## src/rtl/psr_flag_controller_pkg.sv

```systemverilog
// Shared definitions for the PSR flag controller.
// Flag vector layout is {N,Z,C,V}. Condition codes follow the ARM encoding.
package psr_flag_controller_pkg;

    // Width of the flag vector and position of each flag within it.
    localparam int FLAG_W = 4;
    localparam int FLAG_N = 3;
    localparam int FLAG_Z = 2;
    localparam int FLAG_C = 1;
    localparam int FLAG_V = 0;

    // ARM condition codes.
    localparam logic [3:0] COND_EQ = 4'b0000;
    localparam logic [3:0] COND_NE = 4'b0001;
    localparam logic [3:0] COND_CS = 4'b0010;
    localparam logic [3:0] COND_CC = 4'b0011;
    localparam logic [3:0] COND_MI = 4'b0100;
    localparam logic [3:0] COND_PL = 4'b0101;
    localparam logic [3:0] COND_VS = 4'b0110;
    localparam logic [3:0] COND_VC = 4'b0111;
    localparam logic [3:0] COND_HI = 4'b1000;
    localparam logic [3:0] COND_LS = 4'b1001;
    localparam logic [3:0] COND_GE = 4'b1010;
    localparam logic [3:0] COND_LT = 4'b1011;
    localparam logic [3:0] COND_GT = 4'b1100;
    localparam logic [3:0] COND_LE = 4'b1101;
    localparam logic [3:0] COND_AL = 4'b1110;
    localparam logic [3:0] COND_NV = 4'b1111;

endpackage

```

## src/rtl/cond_eval.sv

```systemverilog
// cond_eval: combinational ARM condition-code evaluator.
// Ports:
//   cond  [3:0] - ARM condition code
//   flags [3:0] - {N,Z,C,V} to test against
//   pass        - 1 when the condition holds (NV never holds)
module cond_eval
    import psr_flag_controller_pkg::*;
(
    input  logic [3:0]        cond,
    input  logic [FLAG_W-1:0] flags,
    output logic              pass
);

    logic n_s;
    logic z_s;
    logic c_s;
    logic v_s;

    assign n_s = flags[FLAG_N];
    assign z_s = flags[FLAG_Z];
    assign c_s = flags[FLAG_C];
    assign v_s = flags[FLAG_V];

    // Decode the condition against the individual flags.
    always_comb begin
        pass = 1'b0;
        case (cond)
            COND_EQ: pass = z_s;
            COND_NE: pass = ~z_s;
            COND_CS: pass = c_s;
            COND_CC: pass = ~c_s;
            COND_MI: pass = n_s;
            COND_PL: pass = ~n_s;
            COND_VS: pass = v_s;
            COND_VC: pass = ~v_s;
            COND_HI: pass = c_s & ~z_s;
            COND_LS: pass = ~c_s | z_s;
            COND_GE: pass = (n_s == v_s);
            COND_LT: pass = (n_s != v_s);
            COND_GT: pass = ~z_s & (n_s == v_s);
            COND_LE: pass = z_s | (n_s != v_s);
            COND_AL: pass = 1'b1;
            COND_NV: pass = 1'b0;
            default: pass = 1'b0;
        endcase
    end

endmodule

```

## src/rtl/psr_flag_controller.sv

```systemverilog
// psr_flag_controller: architectural {N,Z,C,V} register with a one-deep MEM
// flag stage, MEM->ID forwarding, EX flag-setter interlock and ID condition
// evaluation.
// Ports:
//   clk, reset            - clock, synchronous active-high reset
//   id_valid/id_uses_flags/id_cond - ID-stage instruction and its condition
//   ex_valid/ex_s_bit/alu_flags    - EX-stage instruction and its ALU flags
//   flush                 - squash the instruction currently in EX
//   psr_wr_en/psr_wr_data - direct flag write (MSR-type)
//   psr_flags             - architectural flags
//   eval_flags            - flags seen by ID (forwarded from MEM or arch)
//   cond_pass             - ID condition satisfied
//   stall                 - hold ID/IF one cycle, bubble into EX
module psr_flag_controller
    import psr_flag_controller_pkg::*;
(
    input  logic              clk,
    input  logic              reset,
    input  logic              id_valid,
    input  logic              id_uses_flags,
    input  logic [3:0]        id_cond,
    input  logic              ex_valid,
    input  logic              ex_s_bit,
    input  logic [FLAG_W-1:0] alu_flags,
    input  logic              flush,
    input  logic              psr_wr_en,
    input  logic [FLAG_W-1:0] psr_wr_data,
    output logic [FLAG_W-1:0] psr_flags,
    output logic [FLAG_W-1:0] eval_flags,
    output logic              cond_pass,
    output logic              stall
);

    logic              mem_set_q;
    logic              mem_set_d;
    logic [FLAG_W-1:0] mem_flags_q;
    logic [FLAG_W-1:0] mem_flags_d;
    logic [FLAG_W-1:0] psr_q;
    logic [FLAG_W-1:0] psr_d;
    logic              ex_sets_s;
    logic              pass_raw_s;

    // A squashed or non-setting EX instruction never produces flags.
    assign ex_sets_s = ex_valid & ex_s_bit & ~flush;

    // Next-state for the MEM flag stage and the architectural flags.
    always_comb begin
        mem_set_d   = ex_sets_s;
        mem_flags_d = alu_flags;
        psr_d       = psr_q;
        // The direct write is younger than the instruction in MEM, so it wins.
        if (psr_wr_en) begin
            psr_d = psr_wr_data;
        end else if (mem_set_q) begin
            psr_d = mem_flags_q;
        end else begin
            psr_d = psr_q;
        end
    end

    // State registers; reset overrides both the direct write and the commit.
    always_ff @(posedge clk) begin
        if (reset) begin
            mem_set_q   <= 1'b0;
            mem_flags_q <= 4'b0000;
            psr_q       <= 4'b0000;
        end else begin
            mem_set_q   <= mem_set_d;
            mem_flags_q <= mem_flags_d;
            psr_q       <= psr_d;
        end
    end

    assign psr_flags  = psr_q;
    assign eval_flags = mem_set_q ? mem_flags_q : psr_q;

    // ALU flags are not forwarded: a reader behind a setter waits one cycle
    // until the setter reaches MEM. Suppressed while reset is asserted.
    assign stall = ~reset & id_valid & id_uses_flags & ex_sets_s;

    cond_eval u_cond_eval (
        .cond  (id_cond),
        .flags (eval_flags),
        .pass  (pass_raw_s)
    );

    assign cond_pass = ~reset & id_valid & ~stall & pass_raw_s;

endmodule

```

## config.mk

```make
export PLATFORM = sky130hd
export DESIGN_NAME = psr_flag_controller
export DESIGN_NICKNAME = d
export VERILOG_FILES = /design/src/rtl/psr_flag_controller_pkg.sv /design/src/rtl/cond_eval.sv /design/src/rtl/psr_flag_controller.sv
export SDC_FILE = /design/constraint.sdc
export NUM_CORES = 1
export LEC_CHECK = 0
export CELL_PAD_IN_SITES_DETAIL_PLACEMENT = 0
export CELL_PAD_IN_SITES_GLOBAL_PLACEMENT = 1
export CORE_MARGIN = 4
export CORE_UTILIZATION = 28
export CTS_BUF_LIST = sky130_fd_sc_hd__clkbuf_4 sky130_fd_sc_hd__clkbuf_8 sky130_fd_sc_hd__clkbuf_16
export DETAILED_ROUTE_END_ITERATION = 8
export HOLD_SLACK_MARGIN = 0.05
export PLACE_DENSITY = 0.86
export RECOVER_POWER = 100
export SYNTH_ARGS = -nofsm -noshare
export SYNTH_HDL_FRONTEND = slang
export SYNTH_SLANG_ARGS = --single-unit
```

## constraint.sdc

```tcl
create_clock -name clk -period 3.81 [get_ports clk]
set_input_delay 0.762 -clock clk [delete_from_list [all_inputs] [get_ports clk]]
set_output_delay 0.762 -clock clk [all_outputs]
set_load 0.005 [all_outputs]
```

==> results.py <==
metrics = {
    "power_and_ir_drop": {
        "ir_drop_v": 0.000142,
        "total_power_uw": 249,
        "p_sw_uw": 59.5,
        "pwr-share-comb_pct": 26.8,
        "clkPwrFrac_pct": 31.5,
        "power-per-cell-area_mw_per_mm2": 281,
        "p_leak_nw": 0.365,
        "seq_power_share_pct": 41.6,
        "switching_share_pct": 23.9,
        "internal_power_uw": 189,
    },
    "floorplanning": {
        "fp-row-count": 15,
        "core_mm2": 0.00180,
        "die_y_um": 52.5,
        "die_area_mm2": 0.00276,
        "start_util_pct": 30.8,
        "io_pins": 30,
        "fp.dieW_um": 52.5,
    },
    "critical_path": {
        "worst-path-buf-inv": 2,
        "cpLargestDelayFamily": "buffers and inverters",
        "cp.required_ns": 3.05,
        "arrival_ns": 2.81,
        "crit_slowest_cell": "clkdlybuf4s50_1",
        "criticalPathCategory": "primary input to primary output",
        "path_common_cell": "clkdlybuf4s50_1",
        "startpoint_type": "primary input",
        "ff2ff_setup_slack_ns": 2.52,
        "path_cells": "clkdlybuf4s50_1 -> and3b_2 -> a222oi_1 -> and3_1 -> xnor2_1 -> a21oi_2 -> clkdlybuf4s50_1",
        "cp_max_fo": 8,
        "end_kind": "primary output",
        "slowest_delay_ns": 0.59,
    },
    "timing": {
        "period_minus_slack_ns": 3.57,
        "layout_setup_ws_ns": 0.236,
        "hold_violations": 0,
        "rsz0062_at_grt": "false",
        "tns_ns": 0,
        "finalSetupViolCount": 0,
        "fmax_mhz": 280,
        "slew_viol_final": 0,
        "worst_slew_pin_slew_ns": 0.458,
        "relSlewSlack_pct": 69.5,
        "fin_crit_sh_pct": 93.8,
        "fin_worst_skew_ns": 0.00191,
    },
    "grt": {
        "antenna_found_initial": 0,
        "grt_overflow": 0,
        "grt_usage_pct": 11.6,
        "grt_start_max_net_pins": 11,
        "grt_first_pass_wirelength_mm": 2.21,
        "grt_pass1_vias": 494,
    },
    "job": {
        "maxCapViolations": 0,
    },
    "cells_and_area": {
        "nets": 112,
        "fin_util_pct": 49.2,
        "area_delta_synth_final_pct": 59.8,
        "antenna_cells": 0,
        "drive_above_1_share_pct": 8.79,
        "final_cell_mix": "clkdlybuf4s50_1 (21), dfxtp_1 (9), dlygate4sd3_1 (8)",
        "mostFrequentLayoutCell": "clkdlybuf4s50_1",
    },
    "clock_tree": {
        "htree_levels": 1,
        "clk_latency_ns": 0.26,
        "cts_hold_buf": 0,
        "clkSlewWorstSetupHoldPaths_ns": 0.06,
        "cts.repair.resized": 0,
        "post-cts-setup-buffers": 0,
        "cts_buffer_depth": 2,
        "cts_inserted_buffers": 3,
        "clock-sinks": 9,
        "cts_tree": "done",
        "cts-root-buf": "clkbuf_4",
    },
    "route": {
        "routed_via_density": 4.60,
        "drtAntennaViolNets": 0,
        "wl_mm": 1.44,
        "first_iter_violations": 4,
        "via_count": 534,
        "avgRoutedWirePerCell_um": 12.4,
        "firstDrtPassIters": 4,
        "drc": 0,
    },
    "placed_design": {
        "io_buffers": 29,
        "gp_congestion": 0.719,
        "place_hpwl_mm": 1.15,
        "dp_slack_ns": 0.239,
    },
    "yosys": {
        "synth_edf_count": 0,
        "synth.yosys.seq_area_share_pct": 32.5,
        "syn_inst": 60,
        "synth-main-ff-cell": "dfxtp_1",
        "syn_avg_cell_area_um2": 9.24,
        "syn_area_um2": 554,
        "ys_seq_elements": 9,
        "synth_nets": 80,
        "synth_warnings": 0,
        "yosysUniqueCellTypes": 29,
        "synth-async-reset-ratio_pct": 0,
    },
    "min_path": {
        "hold_path_class": "register to register",
    },
    "run_status": {
        "status": "finished clean",
    },
}
[tightest hold or removal path, cell delays in order, from the launching register on]
cell and delay [ns]:
dfxtp_1 0.30, mux2i_1 0.13, nor2_1 0.11, a21oi_1 0.04, nor2_1 0.07
[synth_stat cells, types with 2 or more instances]
master   instances  area, µm²
mux2_2           2       22.5
xnor2_1          2       17.5
xor2_1           3       26.3
nand2_1          3       11.3
nor2b_1          6       37.5
nor3b_1          3       22.5
nor2_1           6       22.5
inv_1            2       7.51
nor3_1           3       15.0
and3b_2          2       20.0
dfxtp_1          9        180
mux2i_1          2       20.0
[power groups by stage]
stage	Clock, mW	Sequential, mW	Combinational, mW
floorplan	0	0.105	0.0313
CTS	0.0826	0.104	0.0709
global placement	0	0.106	0.0694
finish	0.0784	0.104	0.0667
detailed placement	0	0.106	0.0706
global route	0.0867	0.104	0.0729
[stage by stage]
stage	instances	area [µm²]	hold slack, ns
4_1_cts	116	893	0.680
6_report	116	886	0.697
3_5_place_dp	112	863	0.668
3_3_place_gp	112	863	0.642
5_1_grt	116	886	0.781
2_1_floorplan	60	554	0.606
[metal layers]
metal / GRT usage, % / vias up / share of wire [%]
li1: - / 274 / -
met1: 11.4 / 240 / 41
met2: 20.2 / 16 / 50
met3: 1.71 / 4 / 5.2
met4: 11.5 / 0 / 4.3
met5: 0 / - / 0
[logic make-up (layout without fill, tap and decap cells)]
| logic type | count (synthesis) | after routing | share of synthesized area (%) |
|---|---|---|---|
| AND/OR/NAND/NOR | 28 | 28 | 30.0 |
| flip-flops | 9 | 9 | 32.5 |
| AO/OA/AOI/OAI | 7 | 7 | 9.48 |
| multiplexers | 6 | 6 | 15.1 |
| XOR/XNOR | 5 | 5 | 7.90 |
| buffers and inverters | 5 | 36 | 4.96 |
[cell type report]
cell class | count | area [µm²]
fillers | 187 | 916
multi-input cells | 46 | 343
repair buffers | 30 | 294
flip-flops and latches | 9 | 180
well taps | 25 | 31.3
clock buffers | 4 | 30.0
inverters | 2 | 7.51
[flip-flops by register name (all words and copies together), names as in the netlist]
| signal | count |
|---|---|
| mem_flags_q | 4 |
| mem_set_q | 1 |
| psr_flags | 4 |
[worst paths after layout]
kind,start,end,cells after the start
worst min register to register,mem_flags_q[1]$_SDFF_PP0_,psr_flags[1]$_SDFF_PP0_,4
worst max-delay path,id_cond[1],cond_pass,7
worst min-delay path,mem_flags_q[1]$_SDFF_PP0_,psr_flags[1]$_SDFF_PP0_,4
worst max register to register,mem_set_q$_SDFF_PP0_,psr_flags[1]$_SDFF_PP0_,4
No activity file was read; power rests on OpenSTA's default activity.
